File: src/rtl/ccff_bitstream_loader.sv
// ccff_bitstream_loader
//
// Feeds a logic tile's configuration chain from a byte-wide host stream.
// Bytes arrive over a valid/ready handshake. Exactly CHAIN_LEN bits are
// shifted MSB-first into ccff_head, one bit per prog_clk. A one-byte holding
// buffer lets the next byte wait while the current one shifts, so the stream
// has no gap at byte boundaries.
//
// Optional feature: define CCFF_TAIL_CRC_EN to build a CRC-16 (0x1021,
// MSB-first, init 0) over the ccff_tail samples. Without it, tail_crc is 0.
//
// Ports:
//   prog_clk       programming clock (only clock)
//   pReset         asynchronous active-high reset
//   start          one-cycle pulse that begins a load (ignored while busy)
//   in_data        configuration byte, bit 7 shifted first
//   in_valid       in_data is valid
//   in_ready       loader accepts a byte this cycle (combinational)
//   ccff_head      serial bit to the chain head
//   ccff_shift_en  chain clock-enable
//   ccff_tail      serial bit returning from the chain tail
//   busy           load in progress
//   done           one-cycle pulse after the last bit has been shifted
//   bit_count      bits shifted so far in the current load
//   tail_crc       CRC of the sampled ccff_tail bits
module ccff_bitstream_loader #(
  parameter int CHAIN_LEN = 20,
  parameter int CW        = $clog2(CHAIN_LEN + 1)
) (
  input  logic          prog_clk,
  input  logic          pReset,
  input  logic          start,
  input  logic [7:0]    in_data,
  input  logic          in_valid,
  output logic          in_ready,
  output logic          ccff_head,
  output logic          ccff_shift_en,
  input  logic          ccff_tail,
  output logic          busy,
  output logic          done,
  output logic [CW-1:0] bit_count,
  output logic [15:0]   tail_crc
);

  localparam int            NBYTES   = (CHAIN_LEN + 7) / 8;
  localparam int            BW       = $clog2(NBYTES + 1);
  localparam logic [BW-1:0] NBYTES_W = BW'(NBYTES);
  localparam logic [CW-1:0] LAST_IDX = CW'(CHAIN_LEN - 1);

  typedef enum logic [1:0] {S_IDLE, S_WAIT, S_SHIFT, S_DONE} state_t;

  state_t        state_q, state_d;
  logic [6:0]    sreg_q, sreg_d;      // bits of the current byte still to follow head
  logic [2:0]    rem_q, rem_d;        // how many of those remain
  logic [7:0]    buf_q, buf_d;
  logic          buf_full_q, buf_full_d;
  logic [BW-1:0] bytes_q, bytes_d;
  logic [CW-1:0] bit_count_q, bit_count_d;
  logic          head_q, head_d;
  logic          shift_en_q, shift_en_d;
  logic          done_q, done_d;
  logic          xfer;

  assign in_ready = ((state_q == S_WAIT) || (state_q == S_SHIFT && !buf_full_q))
                    && (bytes_q < NBYTES_W);
  assign xfer     = in_valid && in_ready;

  // head_q/shift_en_q hold the bit presented to the chain during the current
  // cycle; the chain consumes it at the next edge, which is when bit_count
  // advances.
  always_comb begin
    state_d     = state_q;
    sreg_d      = sreg_q;
    rem_d       = rem_q;
    buf_d       = buf_q;
    buf_full_d  = buf_full_q;
    bytes_d     = bytes_q;
    bit_count_d = bit_count_q;
    head_d      = head_q;
    shift_en_d  = shift_en_q;
    done_d      = 1'b0;

    if (xfer) bytes_d = bytes_q + 1'b1;

    case (state_q)
      S_IDLE: begin
        if (start) begin
          state_d     = S_WAIT;
          bit_count_d = '0;
          bytes_d     = '0;
          buf_full_d  = 1'b0;
          head_d      = 1'b0;
          shift_en_d  = 1'b0;
        end
      end
      S_WAIT: begin
        if (xfer) begin
          head_d     = in_data[7];
          sreg_d     = in_data[6:0];
          rem_d      = 3'd7;
          shift_en_d = 1'b1;
          state_d    = S_SHIFT;
        end
      end
      S_SHIFT: begin
        bit_count_d = bit_count_q + 1'b1;
        if (xfer) begin
          buf_d      = in_data;
          buf_full_d = 1'b1;
        end
        if (bit_count_q == LAST_IDX) begin
          // Whatever is left of the final byte is dropped.
          state_d    = S_DONE;
          done_d     = 1'b1;
          shift_en_d = 1'b0;
          head_d     = 1'b0;
        end else if (rem_q != 3'd0) begin
          head_d = sreg_q[6];
          sreg_d = {sreg_q[5:0], 1'b0};
          rem_d  = rem_q - 1'b1;
        end else if (buf_full_q) begin
          head_d     = buf_q[7];
          sreg_d     = buf_q[6:0];
          rem_d      = 3'd7;
          buf_full_d = 1'b0;
        end else if (xfer) begin
          // A byte arriving exactly on the boundary goes straight into the
          // shifter instead of bouncing through the buffer and WAIT.
          head_d     = in_data[7];
          sreg_d     = in_data[6:0];
          rem_d      = 3'd7;
          buf_full_d = 1'b0;
        end else begin
          state_d    = S_WAIT;
          shift_en_d = 1'b0;
          head_d     = 1'b0;
        end
      end
      S_DONE: begin
        state_d = S_IDLE;
      end
      default: state_d = S_IDLE;
    endcase
  end

  always_ff @(posedge prog_clk or posedge pReset) begin
    if (pReset) begin
      state_q     <= S_IDLE;
      sreg_q      <= '0;
      rem_q       <= '0;
      buf_q       <= '0;
      buf_full_q  <= 1'b0;
      bytes_q     <= '0;
      bit_count_q <= '0;
      head_q      <= 1'b0;
      shift_en_q  <= 1'b0;
      done_q      <= 1'b0;
    end else begin
      state_q     <= state_d;
      sreg_q      <= sreg_d;
      rem_q       <= rem_d;
      buf_q       <= buf_d;
      buf_full_q  <= buf_full_d;
      bytes_q     <= bytes_d;
      bit_count_q <= bit_count_d;
      head_q      <= head_d;
      shift_en_q  <= shift_en_d;
      done_q      <= done_d;
    end
  end

  assign ccff_head     = head_q;
  assign ccff_shift_en = shift_en_q;
  assign busy          = (state_q != S_IDLE);
  assign done          = done_q;
  assign bit_count     = bit_count_q;

`ifdef CCFF_TAIL_CRC_EN
  logic [15:0] crc_q, crc_d;

  // One update per edge on which the chain shifts, i.e. one per tail sample.
  always_comb begin
    crc_d = crc_q;
    if (state_q == S_IDLE && start) begin
      crc_d = 16'h0000;
    end else if (shift_en_q) begin
      crc_d = {crc_q[14:0], 1'b0} ^ ((crc_q[15] ^ ccff_tail) ? 16'h1021 : 16'h0000);
    end
  end

  always_ff @(posedge prog_clk or posedge pReset) begin
    if (pReset) crc_q <= 16'h0000;
    else        crc_q <= crc_d;
  end

  assign tail_crc = crc_q;
`else
  logic unused_tail;
  assign unused_tail = ccff_tail;
  assign tail_crc    = 16'h0000;
`endif

endmodule

File: config.mk
export PLATFORM = sky130hd
export DESIGN_NAME = ccff_bitstream_loader
export DESIGN_NICKNAME = d
export VERILOG_FILES = /design/src/rtl/ccff_bitstream_loader.sv
export SDC_FILE = /design/constraint.sdc
export NUM_CORES = 1
export LEC_CHECK = 0
export BUFFER_PORTS_ARGS = -buffer_cell sky130_fd_sc_hd__buf_2
export CAP_MARGIN = 20
export CORE_MARGIN = 10
export CORE_UTILIZATION = 30
export CTS_CLUSTER_DIAMETER = 200
export DETAILED_ROUTE_END_ITERATION = 10
export PLACE_DENSITY_LB_ADDON = 0.15
export SKIP_LAST_GASP = 1
export SYNTH_ARGS = -nofsm -noshare
export SYNTH_HDL_FRONTEND = slang
export SYNTH_SLANG_ARGS = --single-unit
File: constraint.sdc
create_clock -name prog_clk -period 3.6 [get_ports prog_clk]
set_input_delay 0.54 -clock prog_clk [delete_from_list [all_inputs] [get_ports prog_clk]]
set_output_delay 0.54 -clock prog_clk [all_outputs]
set_load 0.03 [all_outputs]
==> flow_results.xml <==
<?xml version="1.0" encoding="UTF-8"?>
<metrics>
  <group name="detailed_routing">
    <metric name="route.detailed.vias_per_inst" unit="">4.81</metric>
    <metric name="dr.pass1.iters" unit="">4</metric>
    <metric name="wl" unit="um">4450</metric>
    <metric name="via_count" unit="">1346</metric>
    <metric name="wl_per_cell" unit="um">15.9</metric>
    <metric name="antenna_violating_nets_post_route" unit="">0</metric>
    <metric name="post-route-drc-count" unit="">0</metric>
    <metric name="dr.first_iter.drc_count" unit="">69</metric>
  </group>
  <group name="floorplan">
    <metric name="dieArea" unit="um2">10100</metric>
    <metric name="coreArea" unit="um2">6310</metric>
    <metric name="io_pins" unit="">39</metric>
    <metric name="starting_density_of_the_core" unit="">0.309</metric>
    <metric name="fp-row-count" unit="">29</metric>
    <metric name="chipHeight" unit="um">101</metric>
    <metric name="floorplan.die.width" unit="um">101</metric>
  </group>
  <group name="global_route">
    <metric name="grt_max_degree" unit="">32</metric>
    <metric name="antenna_violations_before_repair" unit="">0</metric>
    <metric name="global_route.overflow_total" unit="">0</metric>
    <metric name="grt_first_pass_wirelength" unit="um">7360</metric>
    <metric name="vias_in_the_first_global_route" unit="">1400</metric>
    <metric name="global_route.usage.total" unit="">0.0907</metric>
  </group>
  <group name="yosys">
    <metric name="synth_area_per_cell" unit="um2">10.8</metric>
    <metric name="seq_area_frac_synth" unit="">0.398</metric>
    <metric name="synth_seq_cells" unit="">31</metric>
    <metric name="synth_top_flop_cell" unit="">sky130_fd_sc_hd__dfrtp_1</metric>
    <metric name="async_reset_ff_frac" unit="">1.00</metric>
    <metric name="synthesis.instances" unit="">181</metric>
    <metric name="synth_edf_count" unit="">0</metric>
    <metric name="synth_area" unit="um2">1950</metric>
    <metric name="synth_warnings" unit="">0</metric>
    <metric name="synth.lib_cells_used.distinct" unit="">42</metric>
  </group>
  <group name="timing">
    <metric name="report.final.setup_viol" unit="">0</metric>
    <metric name="hold_violations" unit="">0</metric>
    <metric name="finalClockSkew" unit="ps">5.73</metric>
    <metric name="totalNegativeSetupSlack" unit="ps">0</metric>
    <metric name="slew_headroom" unit="">0.579</metric>
    <metric name="rsz0062_at_grt" unit="">false</metric>
    <metric name="worst_pin_slew" unit="ps">631</metric>
    <metric name="period_share" unit="">0.674</metric>
    <metric name="finalCriticalPeriod" unit="ps">2430</metric>
    <metric name="finalMaxSlewViolations" unit="">0</metric>
    <metric name="max_clk_rate" unit="MHz">412</metric>
  </group>
  <group name="placed_design">
    <metric name="dp.final_hpwl" unit="um">3240</metric>
    <metric name="io_buffer_count" unit="">21</metric>
    <metric name="gp_congestion" unit="">0.765</metric>
    <metric name="dp.cells" unit="">273</metric>
  </group>
  <group name="clock_network">
    <metric name="clock_buffer_depth" unit="">2</metric>
    <metric name="root_buffer" unit="">sky130_fd_sc_hd__clkbuf_8</metric>
    <metric name="cts_tree" unit="">built</metric>
    <metric name="clkSinkCount" unit="">31</metric>
    <metric name="clkSlewWorstSetupHoldPaths" unit="ps">70</metric>
    <metric name="post_cts.resized_instances" unit="">0</metric>
    <metric name="post_cts_hold_buffer_count" unit="">0</metric>
    <metric name="clock_latency" unit="ps">280</metric>
    <metric name="cts-buffers-inserted" unit="">5</metric>
    <metric name="post_cts_buffers" unit="">0</metric>
    <metric name="ctsHtreeMaxLevel" unit="">2</metric>
  </group>
  <group name="pwr">
    <metric name="vdd.ir_drop.worst" unit="mV">0.334</metric>
    <metric name="power.static_leakage" unit="nW">1.02</metric>
    <metric name="finalPower" unit="mW">1.83</metric>
    <metric name="power-per-cell-area" unit="nW/um2">856</metric>
  </group>
  <group name="critical_path">
    <metric name="setup.worst_path.class" unit="">flip-flop to output pin</metric>
    <metric name="setup.worst_path.end_class" unit="">output pin</metric>
    <metric name="timing.critical_path.required" unit="ps">3060</metric>
    <metric name="worstSetupStartpointType" unit="">flip-flop</metric>
    <metric name="critical_path_arrival" unit="ps">1890</metric>
    <metric name="critical_path_fanout_max" unit="">9</metric>
    <metric name="rr_worst_depth" unit="">7</metric>
  </group>
  <group name="final_layout">
    <metric name="most-common-layout-cells" unit="">sky130_fd_sc_hd__dfrtp_1, sky130_fd_sc_hd__buf_2, sky130_fd_sc_hd__conb_1</metric>
    <metric name="layout-drive-gt1-share" unit="">0.241</metric>
    <metric name="diodes" unit="">0</metric>
    <metric name="layout.cells.non_filler" unit="">280</metric>
    <metric name="commonest_non_fill_non_tap_cell_in_the_layout" unit="">sky130_fd_sc_hd__dfrtp_1</metric>
    <metric name="final_net_count" unit="">225</metric>
    <metric name="layout-area-overhead-vs-synth" unit="%">9.82</metric>
  </group>
  <group name="hold_path">
    <metric name="holdCritPathClass" unit="">input port to async pin</metric>
  </group>
  <group name="status">
    <metric name="outcome" unit="">complete, no violations</metric>
  </group>
  <group name="flow_run">
    <metric name="max_cap_violations" unit="">0</metric>
  </group>
</metrics>
where the power goes:
group | total, mW | leakage [nW] | switching [mW] | internal, mW
logic | 0.944 | 0.585 | 0.551 | 0.393
clock network | 0.278 | 0.0470 | 0.128 | 0.150
registers | 0.610 | 0.388 | 0.114 | 0.496
total | 1.83 | 1.02 | 0.793 | 1.04
through the flow:
stage	utilization	instance area, um2	hold slack, ps	worst slack [ps]
4_1_cts	0.339	2140	353	1130
2_1_floorplan	-	2010	451	1620
6_report	0.339	2140	341	1170
3_5_place_dp	0.325	2050	482	1350
3_3_place_gp	0.325	2050	476	1350
5_1_grt	0.339	2140	369	1020
worst max-delay path, cell delays in order, from the launching register on:
cell and delay, ps:
sky130_fd_sc_hd__dfrtp_1 420, sky130_fd_sc_hd__inv_1 120, sky130_fd_sc_hd__ha_1 420, sky130_fd_sc_hd__and2b_4 290, sky130_fd_sc_hd__nor2_1 50, sky130_fd_sc_hd__nor2_1 100, sky130_fd_sc_hd__buf_2 200
cells in the mapped netlist, types with 2 or more instances:
master,instances,area [um2]
sky130_fd_sc_hd__nor2_1,13,48.8
sky130_fd_sc_hd__a31oi_1,3,18.8
sky130_fd_sc_hd__o21ai_0,6,30.0
sky130_fd_sc_hd__a32o_1,2,20.0
sky130_fd_sc_hd__xor2_1,2,17.5
sky130_fd_sc_hd__o211ai_1,6,45.0
sky130_fd_sc_hd__a22oi_1,2,15.0
sky130_fd_sc_hd__nand2_1,7,26.3
sky130_fd_sc_hd__mux2_2,11,124
sky130_fd_sc_hd__buf_2,3,15.0
sky130_fd_sc_hd__nor2b_1,4,25.0
sky130_fd_sc_hd__a22o_1,7,61.3
sky130_fd_sc_hd__a32oi_1,3,26.3
sky130_fd_sc_hd__inv_1,10,37.5
sky130_fd_sc_hd__nand2b_1,3,18.8
sky130_fd_sc_hd__ha_1,9,113
sky130_fd_sc_hd__nand4_1,2,12.5
sky130_fd_sc_hd__buf_6,3,33.8
sky130_fd_sc_hd__a21oi_1,6,30.0
sky130_fd_sc_hd__mux2i_1,12,120
sky130_fd_sc_hd__buf_4,16,120
sky130_fd_sc_hd__dfrtp_1,31,776
registers in the layout (all words and copies together), names as in the netlist:
register	count
buf_q	8
sreg_q	7
bit_count	5
rem_q	3
bytes_q	2
state_q	2
buf_full_q	1
ccff_head	1
ccff_shift_en	1
done	1
routing by layer:
layer | share of wire | GRT usage | wire (um)
met1 | 0.50 | 0.124 | 2240
met2 | 0.43 | 0.132 | 1910
met5 | 0 | 0 | 0
met3 | 0.053 | 0.0261 | 235
met4 | 0.014 | 0.0326 | 63
final timing paths:
kind	start	end	slack, ps
worst max-delay path	state_q[0]	in_ready	1170
worst min-delay path	pReset	bit_count[4]	340
worst max register to register	state_q[0]	sreg_q[1]	1380
worst min register to register	rem_q[0]	rem_q[0]	490
max in group asynchronous	pReset	state_q[1]	2950
min in group prog_clk	rem_q[0]	rem_q[0]	490
kinds of logic (layout without fill, tap and decap cells):
family | Yosys count | in the layout | share of synthesized area
AOI/OAI and AO/OA | 44 | 44 | 0.184
and+or+nand+nor | 36 | 36 | 0.110
buffers and inverters | 34 | 41 | 0.110
DFF | 31 | 31 | 0.398
muxes | 23 | 23 | 0.125
adders and majority gates | 9 | 9 | 0.0578
xor gates and xnor gates | 3 | 3 | 0.0135
other | 1 | 16 | 0.00192
final cells by class:
cell class	count	area [um2]
fill	652	4170
timing repair buffer	24	128
clock buffer	6	82.6
inverter	10	37.5
clock inverter	1	5.00
tap	77	96.3
sequential	31	776
multi-input combinational	131	1020
Note: power is estimated with default switching activity, not from simulation.
